File: src/rtl/switch_pkg.sv
`default_nettype none
// +-----------------------------------------------------------------------+
// | switch_pkg: shared constants, scheduler states and helpers            |
// | Rev 1.0                                                               |
// +-----------------------------------------------------------------------+
package switch_pkg;

  localparam int N_PORTS        = 4;
  localparam int IDX_WIDTH      = 2;
  localparam int WEIGHT_WIDTH   = 4;
  localparam int DEFAULT_WEIGHT = 1;

  typedef enum logic [1:0] {
    IDLE = 2'd0,
    SEND = 2'd1,
    HOLD = 2'd2
  } sched_state_t;

  function automatic logic [N_PORTS-1:0] onehot(input logic [IDX_WIDTH-1:0] idx);
    logic [N_PORTS-1:0] v;
    v      = '0;
    v[idx] = 1'b1;
    return v;
  endfunction

endpackage
`default_nettype wire

File: src/rtl/rr_pick.sv
`default_nettype none
// +-----------------------------------------------------------------------+
// | rr_pick: rotating-priority search, first request at or after i_rr_ptr |
// | Rev 1.0                                                               |
// +-----------------------------------------------------------------------+
module rr_pick #(
  parameter int N = 4,
  parameter int W = 2
) (
  input  logic [N-1:0] i_req,
  input  logic [W-1:0] i_rr_ptr,
  output logic         o_found,
  output logic [W-1:0] o_idx
);

  logic [W-1:0] w_cand;

  // Walk offsets from farthest to nearest so the nearest hit is written last.
  always_comb begin
    o_found = 1'b0;
    o_idx   = '0;
    w_cand  = '0;
    for (int i = N - 1; i >= 0; i--) begin
      w_cand = i_rr_ptr + W'(i);
      if (i_req[w_cand]) begin
        o_found = 1'b1;
        o_idx   = w_cand;
      end
    end
  end

endmodule
`default_nettype wire

File: src/rtl/wrr_scheduler.sv
`default_nettype none
// +-----------------------------------------------------------------------+
// | wrr_scheduler: per-egress weighted round-robin packet scheduler       |
// | Rev 1.0                                                               |
// +-----------------------------------------------------------------------+
module wrr_scheduler #(
  parameter int N_PORTS        = switch_pkg::N_PORTS,
  parameter int IDX_WIDTH      = switch_pkg::IDX_WIDTH,
  parameter int WEIGHT_WIDTH   = switch_pkg::WEIGHT_WIDTH,
  parameter int DEFAULT_WEIGHT = switch_pkg::DEFAULT_WEIGHT
) (
  input  logic                           clk,
  input  logic                           reset_n,
  input  logic [N_PORTS-1:0]             ingress_valid,
  input  logic [N_PORTS-1:0]             ingress_last,
  input  logic [N_PORTS*IDX_WIDTH-1:0]   ingress_dst,
  input  logic [IDX_WIDTH-1:0]           egress_port_id,
  input  logic                           egress_ready,
  input  logic                           cfg_we,
  input  logic [IDX_WIDTH-1:0]           cfg_idx,
  input  logic [WEIGHT_WIDTH-1:0]        cfg_weight,
  output logic [IDX_WIDTH-1:0]           selected_ingress,
  output logic                           egress_valid,
  output logic                           egress_last,
  output logic [N_PORTS-1:0]             grant,
  output logic [N_PORTS-1:0]             ingress_ready,
  output logic                           pkt_done
);

  import switch_pkg::*;

  logic [WEIGHT_WIDTH-1:0] r_weight [N_PORTS];
  sched_state_t            r_state, w_state_nxt;
  logic [IDX_WIDTH-1:0]    r_rr_ptr, w_rr_ptr_nxt;
  logic [IDX_WIDTH-1:0]    r_select, w_select_nxt;
  logic [WEIGHT_WIDTH-1:0] r_credit, w_credit_nxt;
  logic [N_PORTS-1:0]      r_grant, w_grant_nxt;
  logic [N_PORTS-1:0]      w_req;
  logic                    w_found;
  logic [IDX_WIDTH-1:0]    w_pick;
  logic                    w_last_hs;

  generate
    for (genvar gi = 0; gi < N_PORTS; gi++) begin : g_req
      assign w_req[gi] = ingress_valid[gi]
                      && (ingress_dst[gi*IDX_WIDTH +: IDX_WIDTH] == egress_port_id)
                      && (r_weight[gi] != '0);
    end
  endgenerate

  rr_pick #(
    .N (N_PORTS),
    .W (IDX_WIDTH)
  ) u_pick (
    .i_req    (w_req),
    .i_rr_ptr (r_rr_ptr),
    .o_found  (w_found),
    .o_idx    (w_pick)
  );

  always_comb begin
    egress_valid  = 1'b0;
    egress_last   = 1'b0;
    ingress_ready = '0;
    if (r_state == SEND) begin
      egress_valid            = ingress_valid[r_select];
      egress_last             = ingress_last[r_select];
      ingress_ready[r_select] = egress_ready;
    end
  end

  assign w_last_hs        = (r_state == SEND) && ingress_valid[r_select]
                         && ingress_last[r_select] && egress_ready;
  assign pkt_done         = w_last_hs;
  assign selected_ingress = r_select;
  assign grant            = r_grant;

  always_comb begin
    w_state_nxt  = r_state;
    w_rr_ptr_nxt = r_rr_ptr;
    w_select_nxt = r_select;
    w_credit_nxt = r_credit;
    w_grant_nxt  = r_grant;
    case (r_state)
      IDLE: begin
        if (w_found) begin
          w_select_nxt = w_pick;
          w_credit_nxt = r_weight[w_pick];
          w_grant_nxt  = onehot(w_pick);
          w_state_nxt  = SEND;
        end
      end
      SEND: begin
        if (w_last_hs) begin
          w_credit_nxt = r_credit - WEIGHT_WIDTH'(1);
          if (r_credit == WEIGHT_WIDTH'(1)) begin
            w_state_nxt  = IDLE;
            w_rr_ptr_nxt = r_select + IDX_WIDTH'(1);
            w_grant_nxt  = '0;
          end else begin
            w_state_nxt = HOLD;
          end
        end
      end
      HOLD: begin
        if (w_req[r_select]) begin
          w_state_nxt = SEND;
        end else begin
          // Leftover credit is forfeited when the holder has nothing queued.
          w_state_nxt  = IDLE;
          w_rr_ptr_nxt = r_select + IDX_WIDTH'(1);
          w_grant_nxt  = '0;
        end
      end
      default: begin
        w_state_nxt = IDLE;
        w_grant_nxt = '0;
      end
    endcase
  end

  always_ff @(posedge clk) begin
    if (!reset_n) begin
      r_state  <= IDLE;
      r_rr_ptr <= '0;
      r_select <= '0;
      r_credit <= '0;
      r_grant  <= '0;
    end else begin
      r_state  <= w_state_nxt;
      r_rr_ptr <= w_rr_ptr_nxt;
      r_select <= w_select_nxt;
      r_credit <= w_credit_nxt;
      r_grant  <= w_grant_nxt;
    end
  end

  // A same-cycle credit load sees the pre-write weight.
  always_ff @(posedge clk) begin
    if (!reset_n) begin
      for (int i = 0; i < N_PORTS; i++) begin
        r_weight[i] <= WEIGHT_WIDTH'(DEFAULT_WEIGHT);
      end
    end else if (cfg_we) begin
      r_weight[cfg_idx] <= cfg_weight;
    end
  end

endmodule
`default_nettype wire

File: config.mk
export PLATFORM = sky130hd
export DESIGN_NAME = wrr_scheduler
export DESIGN_NICKNAME = d
export VERILOG_FILES = /design/src/rtl/switch_pkg.sv /design/src/rtl/rr_pick.sv /design/src/rtl/wrr_scheduler.sv
export SDC_FILE = /design/constraint.sdc
export NUM_CORES = 1
export LEC_CHECK = 0
export BUFFER_PORTS_ARGS = -buffer_cell sky130_fd_sc_hd__buf_2
export CORE_MARGIN = 2
export CORE_UTILIZATION = 30
export DETAILED_ROUTE_END_ITERATION = 16
export GPL_TIMING_DRIVEN = 0
export MAX_ROUTING_LAYER = met4
export SYNTH_ARGS = -nofsm -noshare
export SYNTH_HDL_FRONTEND = slang
export SYNTH_SLANG_ARGS = --single-unit
File: constraint.sdc
create_clock -name clk -period 3.13 [get_ports clk]
set_input_delay 0.313 -clock clk [delete_from_list [all_inputs] [get_ports clk]]
set_output_delay 0.313 -clock clk [all_outputs]
set_load 0.02 [all_outputs]
== Yosys cells after proc, flatten, opt, wreduce, memory -nomap -nowiden ==
Memory sizes are Yosys's and may differ from the RTL's.
Index checks and enable logic that the tools add are counted.
Storage, ports and cells
  flip-flop bits (word level): 14
  RAM bits: 16
  bits of input ports: 28
  output and inout bits: 13
  logic and storage cells: 110
  memories: 1
Memory list
  r_weight: words 4, bits a word 4, rd ports 5, clocked after Yosys merged registers in 0, write ports 4, RTL line wrr_scheduler.sv:32  | logic [WEIGHT_WIDTH-1:0] r_weight [N_PORTS];
Cells by class
  add/subtract/negate cells: 5
  magnitude comparators: 8
  eq/ne operators: 11
  multiplexer cells: 53
  bitwise operators: 1
  reductions and logical operators: 26
Operator list (number)
  2-to-1 mux 4 bit: 8
  2-to-1 mux 2 bit: 11
  2-to-1 mux 1 bit: 21
  < comparator 2 x 3 -> 1 bit (second input constant): 6
  nonzero test 4 bit: 4
  binary-select mux 1 bit (select 2 bit): 7
  logical AND 1 bit: 13
  case mux 4 bit (3 select lines): 1
  == test 2 bit: 4
  case mux 4 bit (2 select lines): 1
  AND reduction 4 bit: 2
  case mux 2 bit (3 select lines): 1
  adder 2 x 1 -> 2 bit (second input constant): 2
  adder 2 bit (second input constant): 2
  bitwise AND 4 bit: 1
  demux 1 bit (select 2 bit): 2
  == test 4 x 1 -> 1 bit (second input constant): 1
  >= comparator 2 x 1 -> 1 bit (second input constant): 2
  != test 2 x 1 -> 1 bit (second input constant): 2
  != test 2 bit (second input constant): 2
  case mux 2 bit (2 select lines): 1
  AND reduction 2 bit: 2
  nonzero test 2 bit: 2
  OR reduction 4 bit: 1
  other kinds (5): 5

== Longest topological paths before layout ==
Gate-level depths: netlist of the first run.
  depth in word-level cells: 15
  depth in mapped cells: 8

== Modules after synthesis ==
From an unflattened synthesis of the first run, not the netlist that was laid out.
Unflattened totals
  cells, all modules: 200
  area total of the unflattened synthesis: 1893.1 sq um
Modules (own cells, without submodules)
  wrr_scheduler: times used 1, cells an instance 187, area each 1815.5 sq um, seq. area each 760.7 sq um
  rr_pick: times used 1, cells an instance 13, area each 77.6 sq um, seq. area each 0.0 sq um

== Worst setup path before layout of the first run ==
Ideal clock, no wire load.
  path kind: reg2reg
  from: memory r_weight[2][1]
  to: register r_rr_ptr[1]
  arrival time: 2.059 ns
  required time: 3.015 ns
  setup slack: 0.956 ns
  cell stages (with the launch flop): 8
  period minus slack after synthesis: 2.174 ns
  path through: edfxtp_1 -> or4_1 -> and4_4 -> mux4_2 -> o32ai_4 -> nor2_1 -> a21oi_1 -> nor2b_1
RTL lines
  start: declaration: RTL line wrr_scheduler.sv:32
  end signal: assignment: RTL line wrr_scheduler.sv:131  | r_rr_ptr <= w_rr_ptr_nxt;
  end: declaration: RTL line wrr_scheduler.sv:34  | logic [IDX_WIDTH-1:0] r_rr_ptr, w_rr_ptr_nxt;

== Final worst setup path of the first run ==
  from: register r_state[0]
  to: output port pkt_done
On the way
  word-level cells in the longest chain between the ends: 4
RTL lines
  start: declaration: RTL line wrr_scheduler.sv:33  | sched_state_t r_state, w_state_nxt;
  start signal: assignment: RTL line wrr_scheduler.sv:130  | r_state <= w_state_nxt;
  == test 2 x 1 -> 1 bit: RTL line wrr_scheduler.sv:72  | assign w_last_hs = (r_state == SEND) && ingress_valid[r_select]
  logical AND 1 bit: RTL line wrr_scheduler.sv:72
  logical AND 1 bit (2 in a row): RTL line wrr_scheduler.sv:73  | && ingress_last[r_select] && egress_ready;
  end: declaration: RTL line wrr_scheduler.sv:27  | output logic pkt_done
No other way between the ends.

==> results of run 1 <==
[power by group through the flow]
stage / Sequential, µW / Clock [µW] / Combinational, µW
floorplan: 487 / 0 / 180
global placement: 489 / 0 / 257
detailed placement: 490 / 0 / 259
CTS: 481 / 303 / 260
global route: 487 / 328 / 286
finish: 480 / 298 / 257
[per-layer routing]
layer	global-route usage	share of wire	wire length [µm]
met2	0.203	0.46	1960
met1	0.173	0.45	1900
met5	-	0	0
met4	0.0587	0.024	101
met3	0.0366	0.060	253
[sequential cells by signal (all words and copies together) (netlist names)]
name and flops:
r_rr_ptr 2, r_state 2, r_credit 4, grant 4, r_weight 16, selected_ingress 2
[per-stage QoR]
stage                     utilization  hold WS (ns)  instances
after floorplan                     -         0.491        181
after global placement          0.353         0.473        298
after detailed placement        0.353         0.481        298
after CTS                       0.367         0.331        306
after global routing            0.367         0.354        306
final                           0.367         0.333        306
[worst reg2reg max path, delay by kind of cell (launching register included)]
kind / cells / cell delay (ns)
AOI/OAI and AO/OA: 4 / 0.86
and+or+nand+nor: 2 / 0.82
DFF: 1 / 0.43
muxes: 1 / 0.29
[cells in the mapped netlist, types with 2 or more instances]
master | instances | share of area
a21oi_1 | 4 | 0.010
nor4_4 | 2 | 0.022
nor2_1 | 6 | 0.012
inv_1 | 11 | 0.022
and4_4 | 2 | 0.012
edfxtp_1 | 16 | 0.25
xor2_1 | 6 | 0.028
a21boi_0 | 3 | 0.012
o21ai_1 | 4 | 0.010
o211a_1 | 2 | 0.010
and3_1 | 9 | 0.029
nand2_1 | 14 | 0.028
and2_1 | 9 | 0.029
mux4_2 | 3 | 0.035
clkbuf_1 | 2 | 0.0039
nand4_1 | 3 | 0.0098
o22ai_1 | 4 | 0.013
nand3_1 | 8 | 0.021
nor4b_4 | 2 | 0.025
nor3_1 | 4 | 0.010
o221a_1 | 3 | 0.018
o211ai_1 | 2 | 0.0079
nand2b_1 | 6 | 0.020
mux2i_1 | 6 | 0.031
o21ai_0 | 9 | 0.024
dfxtp_1 | 14 | 0.15
nor3b_1 | 2 | 0.0079
ha_1 | 6 | 0.039
xnor2_1 | 4 | 0.018
[final timing paths]
path / start / to
worst max-delay path: r_state[0]$_SDFFE_PN0P_ / pkt_done
worst min-delay path: cfg_weight[0] / r_weight[1][0]$_SDFFCE_PN1P_
worst max register to register: r_weight[2][1]$_SDFFCE_PN0P_ / r_credit[3]$_SDFFE_PN0P_
worst min register to register: grant[2]$_SDFFE_PN0P_ / grant[2]$_SDFFE_PN0P_
[final cells by class]
class                      instances  area [µm²]  share of cell area
buffer                             2        7.51             0.00328
clock buffer                       5        68.8              0.0300
clock inverter                     3        16.3             0.00710
inverter                          11        41.3              0.0180
multi-input combinational        138        1100               0.480
sequential                        30         761               0.332
tap                               77        96.3              0.0421
timing repair buffer              40         200              0.0874
[cell families after synthesis]
family | after synthesis | synth area share
buf+inv | 13 | 0.0256
xor+xnor | 10 | 0.0459
mux | 9 | 0.0668
simple gates | 74 | 0.261
fa+ha+maj | 6 | 0.0393
flops | 30 | 0.398
compound gates | 39 | 0.163
==> flow_summary_export.csv, run 1 <==
group,metric,value,unit
routing,postRouteAntennaNets,0,
power,power_frac_clock,0.288,
critical_path,crit_path_frequent_cell,"inv_1",
placed_design,dp_slack,0.619,ns
clock_network,cts_max_level,2,
power,peakVddDrop,0.000258,V
power,p_sw,324,µW
min_path,hp-class,"in2reg",
power,internal_power,711,µW
power,switching_share,0.313,
sta,slew_viol_final,0,
critical_path,crit_type,"reg2out",
grt,grt_pass1_wl,7330,µm
clock_network,clk_path_buf_depth,2,
critical_path,path_depth,5,
routing,dr.pass1.iters,4,
placed_design,hpwl,3400,µm
sta,finalSetupViolCount,0,
clock_network,cts_tree,"built",
logic_synthesis,avgSynthCellArea,10.5,µm²
critical_path,start_kind,"register",
clock_network,cts.repair.resized,0,
cells_and_area,fillers,647,
critical_path,cp_max_fo,10,
sta,setup_slack,0.542,ns
cells_and_area,diodes,0,
critical_path,cp_top_family,"simple AND/OR/NAND/NOR gates",
critical_path,slowest_delay,0.53,ns
routing,wl_per_cell,13.8,µm
logic_synthesis,synthFlopType,"edfxtp_1",
critical_path,critical_path_required,2.82,ns
cells_and_area,final_area,2290,µm²
power,powerDensity,452,nW/µm²
routing,first_iter_violations,87,
floorplan,initial_core_util,0.306,
sta,rsz0062_at_grt,"no",
power,power.combinational.fraction,0.248,
floorplan,rows,29,
clock_network,hold_buffers,0,
cells_and_area,layout_commonest_cell,"buf_2",
clock_network,insertion_delay,0.29,ns
critical_path,rr_worst_depth,7,
logic_synthesis,synth_area,1910,µm²
sta,tightest_slew,0.667,ns
clock_network,cts_setup_buffers,0,
logic_synthesis,synth_seq_cells,30,
critical_path,path_cells,"inv_1, nor2_1, nand4_1, inv_1, buf_2",
critical_path,rrSetupSlack,0.63,ns
clock_network,clock_sinks,30,
logic_synthesis,syn_inst,181,
sta,final.period_utilization,0.827,
power,total_power,1040,µW
floorplan,fp.dieH,83.8,µm
sta,tns,0,ns
critical_path,arrival,2.27,ns
min_path,whs_path_depth,2,
floorplan,core,6240,µm²
placed_design,placed_area,2210,µm²
cells_and_area,nets,262,
clock_network,cts.root.buffer_cell,"clkbuf_8",
clock_network,clk_pin_slew,0.07,ns
logic_synthesis,synth_sequential_area_ratio,0.398,
logic_synthesis,synth-edff-count,16,
critical_path,cp_slowest_cell,"nor2_1",
logic_synthesis,synth.distinct_cells,44,
job,maxCapViolCount,0,
critical_path,critPathBufInv,3,
placed_design,gp_congestion,0.784,
placed_design,io_buffers,40,
grt,grt_max_degree,11,
power,leakagePower,0.000926,µW
routing,via_count,1522,
floorplan,die-area,7020,µm²
grt,antenna_found_initial,0,
grt,grt_pass1_vias,1483,
floorplan,io_pins,41,
critical_path,end_kind,"primary output",
cells_and_area,syn_to_final_growth,20.0,%
cells_and_area,layout-drive-gt1-share,0.284,
run_status,status,"complete, no violations",
power,power_frac_seq,0.464,
routing,viasPerCell,4.97,
clock_network,tritoncts.num_buffers,5,
sta,hold_viol,0,
sta,relSlewSlack,0.554,
cells_and_area,most-common-layout-cells,"40 x buf_2, 16 x edfxtp_1, 14 x nand2_1, 14 x dfxtp_1, 11 x inv_1",
logic_synthesis,synth_fp_nets,215,
grt,grt_overflow_total,0,
logic_synthesis,ys_async_sr_fraction,0,
grt,grtUsageTotal,0.136,
routing,drc,0,
logic_synthesis,yosys_warnings,0,
routing,wl,4210,µm
floorplan,die_w,83.8,µm
sta,fmax,386,MHz
sta,skew,0.00634,ns
sta,period_minus_slack,2.59,ns
Power figures use the tool's default switching activity.
==> inputs of run 2 (changes only) <==
clock period = 2.6 ns   (was 3.13 ns; I/O delays follow)
==> run 2 against run 1 <==
  * Sequential power increased by 20%
  * Clock skew hardly changed
  * Wire length barely moved
  * Clock power up 20%
  * Design area rose by 0.11%
  * Count of clock-buffer cells in the layout did not move
  * Worst setup slack worse by 0.46 ns
  * Critical path depth up 2
  * Total power grew 20%
  * Sequential cell count unchanged
  * Critical path type is now reg2reg
==> flow_summary_export.csv, run 2 (same netlist as run 1, synthesis figures left out) <==
group,metric,value,unit
run_status,status,"complete, no violations",
routing,dr.pass1.iters,4,
clock_network,cts_max_level,2,
clock_network,clk_pin_slew,0.07,ns
sta,whs,0.281,ns
floorplan,io_pins,41,
power,power_frac_clock,0.287,
floorplan,die_w,83.8,µm
grt,grt_overflow_total,0,
power,leakagePower,0.000926,µW
min_path,hp-class,"in2reg",
placed_design,gp_congestion,0.784,
power,power.combinational.fraction,0.249,
placed_design,hpwl,3400,µm
critical_path,arrival,2.70,ns
clock_network,cts_tree,"built",
sta,relSlewSlack,0.665,
cells_and_area,diodes,0,
sta,hold_viol,0,
power,peakVddDrop,0.000311,V
critical_path,slowest_delay,0.62,ns
clock_network,insertion_delay,0.29,ns
power,powerDensity,544,nW/µm²
floorplan,fp.dieH,83.8,µm
clock_network,tritoncts.num_buffers,5,
cells_and_area,layout-drive-gt1-share,0.288,
floorplan,core,6240,µm²
critical_path,start_kind,"register",
routing,first_iter_violations,73,
sta,fmax,398,MHz
clock_network,clock_sinks,30,
cells_and_area,syn_to_final_growth,20.1,%
grt,grt_max_degree,11,
power,switching_share,0.313,
sta,slew_viol_final,0,
cells_and_area,most-common-layout-cells,"40 x buf_2, 16 x edfxtp_1, 14 x nand2_1, 14 x dfxtp_1, 11 x inv_1",
clock_network,cts_setup_buffers,0,
cells_and_area,layout_commonest_cell,"buf_2",
power,total_power,1250,µW
sta,skew,0.00605,ns
critical_path,critical_path_required,2.78,ns
critical_path,cp_slowest_cell,"or4_1",
cells_and_area,largest_reg_flops,16,
floorplan,rows,29,
critical_path,end_kind,"register",
critical_path,crit_path_frequent_cell,"o22ai_1",
critical_path,crit_type,"reg2reg",
power,internal_power,856,µW
critical_path,critPathBufInv,0,
clock_network,clk_path_buf_depth,2,
sta,finalSetupViolCount,0,
routing,wl_per_cell,13.8,µm
placed_design,io_buffers,40,
clock_network,cts.root.buffer_cell,"clkbuf_8",
power,p_sw,391,µW
job,maxCapViolCount,0,
sta,tightest_slew,0.500,ns
sta,period_minus_slack,2.52,ns
cells_and_area,nets,262,
grt,grtUsageTotal,0.136,
critical_path,cp_top_family,"compound AO/OA/AOI/OAI gates",
sta,final.period_utilization,0.968,
grt,grt_pass1_vias,1483,
power,power_frac_seq,0.463,
routing,viasPerCell,5.01,
floorplan,die-area,7020,µm²
cells_and_area,top_register,"r_weight",
sta,rsz0062_at_grt,"no",
routing,via_count,1532,
critical_path,path_cells,"or4_1, nand4_1, o22ai_1, o22ai_4, mux2i_1, o22ai_1, o221a_1",
routing,postRouteAntennaNets,0,
grt,grt_pass1_wl,7330,µm
routing,drc,0,
grt,antenna_found_initial,0,
sta,tns,0,ns
routing,wl,4210,µm
floorplan,initial_core_util,0.306,
critical_path,cp_max_fo,9,
## run 2: cell counts in the layout (fill, tap and decap cells not counted)
No cell type changed its count.
## run 2: area by class of cell
class	count	area, µm²
Timing Repair Buffer	40	200
Tap cell	77	96.3
Clock buffer	5	68.8
Sequential cell	30	761
Buffer	2	7.51
Clock inverter	3	16.3
Inverter	11	41.3
Multi-Input combinational cell	138	1100
Fill cell	649	3950
## run 2: final timing paths
kind	start	endpoint	slack, ns	depth (start not counted)
max	r_weight[2][1]$_SDFFCE_PN0P_	r_credit[3]$_SDFFE_PN0P_	0.08	7
min	cfg_weight[0]	r_weight[1][0]$_SDFFCE_PN1P_	0.28	2
max reg2reg	r_weight[2][1]$_SDFFCE_PN0P_	r_credit[3]$_SDFFE_PN0P_	0.08	7
min reg2reg	grant[2]$_SDFFE_PN0P_	grant[2]$_SDFFE_PN0P_	0.49	2
## run 2: what timing repair did
item | CTS | global route
resized for setup | 0 | 2
endpoints found under the hold margin | 0 | 0
hold buffers | 0 | 0
endpoints found under the setup margin | 0 | 3
## run 2: through the flow
step	cell area (µm²)	utilization	setup WS, ns	cells
2_1_floorplan	1910	-	0.426	181
3_3_place_gp	2210	0.353	0.117	298
3_5_place_dp	2210	0.353	0.0895	298
4_1_cts	2290	0.367	0.0773	306
5_1_grt	2290	0.367	0.000505	306
6_report	2290	0.367	0.0843	306
## run 2: metal layers
| layer | GRT usage | part of all wire |
|---|---|---|
| met3 | 0.0366 | 0.051 |
| met2 | 0.203 | 0.47 |
| met4 | 0.0587 | 0.024 |
| met1 | 0.173 | 0.45 |
| met5 | - | 0 |
## run 2: power groups by stage
stage,Sequential [µW],Combinational [µW],Clock (µW)
floorplan,587,217,0
finish,578,311,358
detailed placement,589,312,0
global route,586,346,395
CTS,579,313,365
global placement,588,310,0
